### config.mk
export PLATFORM = sky130hd
export DESIGN_NAME = cache_fill_fsm
export DESIGN_NICKNAME = d
export VERILOG_FILES = /design/src/rtl/cache_pkg.sv /design/src/rtl/dff.sv /design/src/rtl/fill_counter.sv /design/src/rtl/cache_fill_fsm.sv
export SDC_FILE = /design/constraint.sdc
export NUM_CORES = 1
export LEC_CHECK = 0
export CORE_ASPECT_RATIO = 0.8
export CORE_MARGIN = 5
export CORE_UTILIZATION = 46
export CTS_CLUSTER_SIZE = 24
export DETAILED_ROUTE_END_ITERATION = 10
export PLACE_DENSITY = 0.75
export SETUP_SLACK_MARGIN = 0.05
export SLEW_MARGIN = 20
export SYNTH_ARGS = -nofsm -noshare
export SYNTH_HDL_FRONTEND = slang
export SYNTH_HIERARCHICAL = 1
export SYNTH_SLANG_ARGS = --single-unit
### constraint.sdc
create_clock -name clk -period 2.5 [get_ports clk]
set_input_delay 0.25 -clock clk [delete_from_list [all_inputs] [get_ports clk]]
set_output_delay 0.25 -clock clk [all_outputs]
set_load 0.02 [all_outputs]
### src/rtl/cache_pkg.sv
// Shared definitions for the cache miss-fill controller: FSM encoding and
// block geometry.
package cache_pkg;
    typedef enum logic {
        IDLE = 1'b0,
        FILL = 1'b1
    } fill_state_e;

    localparam int BLOCK_BYTES = 16;
    localparam int WORD_BYTES  = 2;
    localparam int OFFSET_W    = 4;
endpackage

### src/rtl/dff.sv
// Generic D flip-flop cell with asynchronous active-high reset to RST_VAL.
module dff #(
    parameter int           W       = 1,
    parameter logic [W-1:0] RST_VAL = '0
) (
    input  logic         clk,
    input  logic         rst,
    input  logic [W-1:0] d,
    output logic [W-1:0] q
);
    always_ff @(posedge clk or posedge rst) begin
        if (rst) q <= RST_VAL;
        else     q <= d;
    end
endmodule

### src/rtl/fill_counter.sv
// Synchronous up-counter with clear (dominant over enable) and async reset.
module fill_counter #(
    parameter int W = 4
) (
    input  logic         clk,
    input  logic         rst,
    input  logic         clr,
    input  logic         en,
    output logic [W-1:0] cnt_q
);
    logic [W-1:0] cnt_d;

    always_comb begin
        cnt_d = cnt_q;
        if (clr)     cnt_d = '0;
        else if (en) cnt_d = cnt_q + W'(1);
    end

    always_ff @(posedge clk or posedge rst) begin
        if (rst) cnt_q <= '0;
        else     cnt_q <= cnt_d;
    end
endmodule

### src/rtl/cache_fill_fsm.sv
// Cache miss fill controller: stalls the pipeline, issues one read per cycle
// for the whole block and writes returned words, then the tag.
module cache_fill_fsm
    import cache_pkg::*;
#(
    parameter int WORDS_PER_BLOCK = 8,
    parameter int ADDR_W          = 16
) (
    input  logic                               clk,
    input  logic                               rst,
    input  logic                               miss_detected,
    input  logic [ADDR_W-1:0]                  miss_address,
    output logic                               fsm_busy,
    output logic                               write_data_array,
    output logic                               write_tag_array,
    output logic [$clog2(WORDS_PER_BLOCK)-1:0] cache_word_offset,
    output logic [ADDR_W-1:0]                  memory_address,
    output logic                               mem_enable,
    input  logic                               memory_data_valid
);
    localparam int OFF_W = $clog2(WORDS_PER_BLOCK);
    localparam int CNT_W = OFF_W + 1;

    fill_state_e       state_q, state_d;
    logic [0:0]        state_raw_q;
    logic [ADDR_W-1:0] base_q, base_d;
    logic [CNT_W-1:0]  req_cnt_q, rcv_cnt_q;
    logic              cnt_clr, req_en, rcv_en, last_rcv;
    logic [OFF_W-1:0]  req_idx;
    logic              unused_low_addr;

    assign unused_low_addr = ^miss_address[OFFSET_W-1:0];

    dff #(.W(1)) u_state_ff (
        .clk(clk), .rst(rst), .d(state_d), .q(state_raw_q)
    );
    assign state_q = fill_state_e'(state_raw_q);

    dff #(.W(ADDR_W)) u_base_ff (
        .clk(clk), .rst(rst), .d(base_d), .q(base_q)
    );

    fill_counter #(.W(CNT_W)) u_req_cnt (
        .clk(clk), .rst(rst), .clr(cnt_clr), .en(req_en), .cnt_q(req_cnt_q)
    );

    fill_counter #(.W(CNT_W)) u_rcv_cnt (
        .clk(clk), .rst(rst), .clr(cnt_clr), .en(rcv_en), .cnt_q(rcv_cnt_q)
    );

    assign last_rcv = (rcv_cnt_q == CNT_W'(WORDS_PER_BLOCK - 1));
    // Once all requests are out the counter parks at WORDS_PER_BLOCK; the
    // address then keeps showing the final word of the block.
    assign req_idx  = req_cnt_q[CNT_W-1] ? '1 : req_cnt_q[OFF_W-1:0];

    always_comb begin
        state_d          = state_q;
        base_d           = base_q;
        cnt_clr          = 1'b0;
        req_en           = 1'b0;
        rcv_en           = 1'b0;
        fsm_busy         = 1'b0;
        mem_enable       = 1'b0;
        write_data_array = 1'b0;
        write_tag_array  = 1'b0;
        unique case (state_q)
            IDLE: begin
                fsm_busy = miss_detected;
                if (miss_detected) begin
                    base_d  = {miss_address[ADDR_W-1:OFFSET_W], {OFFSET_W{1'b0}}};
                    cnt_clr = 1'b1;
                    state_d = FILL;
                end
            end
            FILL: begin
                fsm_busy         = 1'b1;
                mem_enable       = ~req_cnt_q[CNT_W-1];
                req_en           = ~req_cnt_q[CNT_W-1];
                rcv_en           = memory_data_valid;
                write_data_array = memory_data_valid;
                write_tag_array  = memory_data_valid & last_rcv;
                if (memory_data_valid && last_rcv) state_d = IDLE;
            end
            default: state_d = IDLE;
        endcase
    end

    assign memory_address    = base_q + ADDR_W'(req_idx) * ADDR_W'(WORD_BYTES);
    assign cache_word_offset = rcv_cnt_q[OFF_W-1:0];
endmodule

### Word level (Yosys, flattened, before mapping)

Index checks and enable logic that the tools add are counted.

* $add $sub $neg: 3
* eq/ne operators: 1
* multiplexer cells: 13
* bitwise gates (word level): 3
* reductions and logical operators: 4

Operators with widths (count)
* 16-bit by 4-bit adder with 16-bit output: 1
* 4-bit two-way mux: 4
* 4-bit by 1-bit adder with 4-bit output, second input constant: 2
* 1-bit two-way mux: 6
* 4-bit by 3-bit == test with 1-bit output, second input constant: 1
* 1-bit case mux with 2 select lines: 2
* 2-bit nonzero test: 2
* 3-bit two-way mux: 1
* 1-bit NOT: 2
* 2-bit AND reduction: 1
* 1-bit AND: 1
* 1-bit logical AND: 1

* register bits after elaboration: 21
* word-level logic and storage cells: 28

### Longest topological paths before layout

* word-level depth: 4
* gate-level depth with buffers: 7
* mapped depth without buffers: 7

### Cells and area by module

The synthesis kept the hierarchy.

By module, submodules not included
* cache_fill_fsm: instances 1, cells an instance 68, area an instance 544.3 µm²
* dff at u_base_ff: instances 1, cells an instance 17, area an instance 404.1 µm²
* fill_counter: instances 2, cells an instance 17, area an instance 196.4 µm²
* dff at u_state_ff: instances 1, cells an instance 2, area an instance 28.8 µm²

### Worst setup path before layout

OpenSTA, ideal clock, no wires.

* kind: flip-flop to output port
* from: register u_req_cnt.cnt_q[0]
* to: output memory_address[7]
* data arrival time: 2019 ps
* path slack: 231 ps
* stages on the path, launching flop included: 7
* cell sequence: dfrtp_1 -> or2_2 -> ha_1 -> fa_1 -> a21oi_1 -> nor2_1 -> xor2_1

* longest elaborated chain between the ends: 2

Ends and longest elaborated chain
* start: declaration: line fill_counter.sv:9 `output logic [W-1:0] cnt_q`
* start signal: assignment: line fill_counter.sv:21 `else cnt_q <= cnt_d;`
* 3-bit two-way mux: line cache_fill_fsm.sv:54 `assign req_idx = req_cnt_q[CNT_W-1] ? '1 : req_cnt_q[OFF_W-1:0];`
* 16-bit by 4-bit adder with 16-bit output: line cache_fill_fsm.sv:88 `assign memory_address = base_q + ADDR_W'(req_idx) * ADDR_W'(WORD_BYTES);`
* end: declaration: line cache_fill_fsm.sv:17 `output logic [ADDR_W-1:0] memory_address,`

No other way between the ends.

### Final worst setup path

* from: register u_req_cnt.cnt_q[3]
* to: output memory_address[13]

The elaborated chain is that of the path after synthesis.

==> out/summary.txt <==
met2 usage = 0.285
CP max stage delay = 0.42 ns
die height = 58.8 um
Die Wd = 71.0 um
initial core utilization = 0.488
TritonCTS clock tree = yes
hold_buf cts = 0
relative slew slack = 0.595
cells along the critical path = or2_4, ha_4, fa_2, a21oi_2, buf_4, nor3_4, nand3_1, xnor2_1, buf_4
CTS H-Tree Depth = 1
Fmax = 412 MHz
initial antenna violation count = 0
worst clock skew = 0.00396 ns
Most Crowded Layer GR = met2
run status = finished clean
syn nets = 147
max_cap viols = 0
Static Leak = 0.904 nW
pwr dens = 1130 mW/mm^2
FILL cells = 245
CTS buffer count = 3
Synth Instances = 121
Root Driver = clkbuf_8
CTS max path bufs = 2
Yosys reg bits = 25
Max VDD drop = 0.610 mV
number of DRC markers in iteration 0 = 37
Crit Path Max Fanout = 4
crit share post-route = 0.971
CORE AREA = 0.00281 mm^2
max-slew violations = 0
reg2reg start = u_req_cnt/cnt_q[3]$_DFFE_PP0P_
Worst-Skew Late Latency = 0.27 ns
Global Route met1 Usage = 0.192
clock-pin slew on the worst setup and hold paths = 0.09 ns
sequential area share after synthesis = 0.457
worst hold-check path type = input pin to async pin
required time of the critical path = 2.25 ns
non-filler instance count after layout = 212
hpwl dp = 2310 um
FF-to-FF path depth = 5
largest net degree at the start of global routing = 27
WP data arrival = 2.18 ns
Slowest cell on crit path = dfrtp_1
routed wire length = 3080 um
# IOs = 43
number of cell rows = 17
register area = 626 um^2
RSZ-0062 raised after global routing = yes
kind of critical path = register to output port
area of the multi-input gates = 769 um^2
Critical Path End Type = output port
fin worst setup slack = 0.0729 ns
Final setup viols = 0
reg-to-reg endpoint = u_req_cnt/cnt_q[3]$_DFFE_PP0P_
first-pass GRT wire length = 5220 um
P&R area growth vs syn = 41.6%
Final ANT Viol Nets = 0
Placed Instances = 205
crit path time final = 2.43 ns
M3 GR Usage = 0.0427
Critical Path Source Type = register
die area = 0.00418 mm^2
vias after detailed routing = 1072
PortBufs = 38
placer's final routability congestion estimate = 0.721
residual DRC count = 0
Final Hold Viols = 0
vias per cell = 5.06
Unique masters post-synth = 27
Mapped Area = 0.00137 mm^2
# diodes = 0
Avg WL per Cell = 14.5 um
Ys Warns = 6
Crit path top cell by count = buf_4
layout cell share with drive strength beyond 1 = 0.345
drt first pass iters = 4
synthesized area per cell = 11.3 um^2
nets = 201
grt ovf = 0
CTS Sinks = 25
slew at the pin closest to its max-slew limit = 0.607 ns
flop-to-flop setup slack = 0.95 ns
vias in the first global route = 1081
DP Worst Slack = -0.207 ns
GRT Util Overall = 0.162
[synthesized netlist by cell type]
| cell | count | share of area |
|---|---|---|
| xnor2_1 | 9 | 0.058 |
| fa_1 | 1 | 0.015 |
| or2_2 | 3 | 0.014 |
| and3_1 | 3 | 0.014 |
| nor3_4 | 1 | 0.012 |
| xor2_1 | 6 | 0.038 |
| a21oi_1 | 4 | 0.015 |
| mux2_2 | 12 | 0.099 |
| nand3b_1 | 2 | 0.011 |
| nand4_1 | 3 | 0.014 |
| and4bb_2 | 1 | 0.0091 |
| nor2b_1 | 8 | 0.037 |
| ha_1 | 5 | 0.046 |
| and2_1 | 2 | 0.0091 |
| buf_2 | 1 | 0.0036 |
| nand3_2 | 1 | 0.0073 |
| dfrtp_1 | 25 | 0.46 |
| a21bo_2 | 2 | 0.015 |
| nand2_1 | 3 | 0.0082 |
| and3_2 | 1 | 0.0055 |
| inv_1 | 5 | 0.014 |
| nand3_1 | 6 | 0.022 |
| or2b_1 | 1 | 0.0055 |
| mux2_4 | 2 | 0.022 |
| buf_6 | 1 | 0.0082 |
| mux2i_1 | 2 | 0.015 |
| nor2_1 | 11 | 0.030 |
[worst max path at each step]
stage / from / slack, ns / endpoint / depth (start not counted)
floorplan: u_req_cnt/cnt_q[0]$_DFFE_PP0P_ / 0.23 / memory_address[7] / 6
global placement: u_req_cnt/cnt_q[3]$_DFFE_PP0P_ / -0.20 / memory_address[11] / 9
detailed placement: u_req_cnt/cnt_q[3]$_DFFE_PP0P_ / -0.21 / memory_address[11] / 9
CTS: u_req_cnt/cnt_q[3]$_DFFE_PP0P_ / 0.03 / memory_address[11] / 8
global route: u_req_cnt/cnt_q[3]$_DFFE_PP0P_ / -0.02 / memory_address[13] / 9
finish: u_req_cnt/cnt_q[3]$_DFFE_PP0P_ / 0.07 / memory_address[13] / 9
[cell type report]
class,instances,share of cell area
multi-input combinational,89,0.397
sequential,25,0.322
timing repair buffer,51,0.224
tap,38,0.0245
clock buffer,4,0.0232
inverter,5,0.00967
[cells by family after synthesis]
family | after synthesis | share of synthesized area
xor gates and xnor gates | 15 | 0.0959
adders and majority gates | 6 | 0.0603
buffers and inverters | 7 | 0.0256
muxes | 16 | 0.135
and+or+nand+nor | 46 | 0.197
AOI/OAI and AO/OA | 6 | 0.0292
DFF | 25 | 0.457
[critical path: cells and delay by family (launching register included)]
| family | cells | cell delay [ns] |
|---|---|---|
| simple gates | 3 | 0.39 |
| xor+xnor | 1 | 0.12 |
| buf+inv | 2 | 0.30 |
| fa+ha+maj | 2 | 0.54 |
| compound gates | 1 | 0.13 |
| flops | 1 | 0.42 |
[state kept, by name (all words and copies together) (netlist names)]
name	count
u_rcv_cnt/cnt_q	4
u_state_ff/q	1
u_req_cnt/cnt_q	4
u_base_ff/q	16
[cell usage in the layout (no fill, tap or decap), types with 2 or more instances in the layout]
cell type and n:
nor2b_1 6, buf_2 4, mux2_4 2, and2_1 2, inv_1 5, or2_4 2
mux2_2 12, nand3_1 5, nor2b_2 2, a21oi_1 2, mux2i_1 2, dfrtp_1 25
nand2_1 2, nand3b_1 2, clkbuf_8 3, buf_4 19, clkdlybuf4s50_1 24, xor2_1 6
a21bo_2 2, ha_1 3, a21oi_2 2, nand4_1 3, ha_4 2, dlygate4sd2_1 3
nor2_1 11, nand3_2 2, xnor2_1 8, and3_1 3
[repair_timing]
item,in CTS,in global routing
buffers inserted,2,1
endpoints found under the hold margin,0,0
endpoints found under the setup margin,14,11
resized for setup,56,13
pin swaps,0,6
[through the flow]
stage               hold slack (ns)  setup TNS (ns)  utilization  area [um^2]  total power, mW
floorplan                   -0.0213               0            -         1370             1.44
global placement              0.483           -1.05        0.662         1860             1.91
detailed placement            0.473           -1.45        0.662         1860             1.96
CTS                           0.176               0        0.680         1910             2.18
global route                  0.193         -0.0317        0.691         1940             2.35
finish                        0.176               0        0.691         1940             2.19
[metal layers]
layer | vias to the layer above | routed length [um]
met4 | 0 | 47
met3 | 6 | 134
met1 | 516 | 1310
met2 | 35 | 1590
li1 | 515 | -
met5 | - | 0
[power by group]
group	switching [mW]	internal, mW	leakage [nW]
clock	0.125	0.114	0.0228
combinational	0.560	0.635	0.574
sequential	0.181	0.572	0.308
No activity file was read; power rests on OpenSTA's default activity.
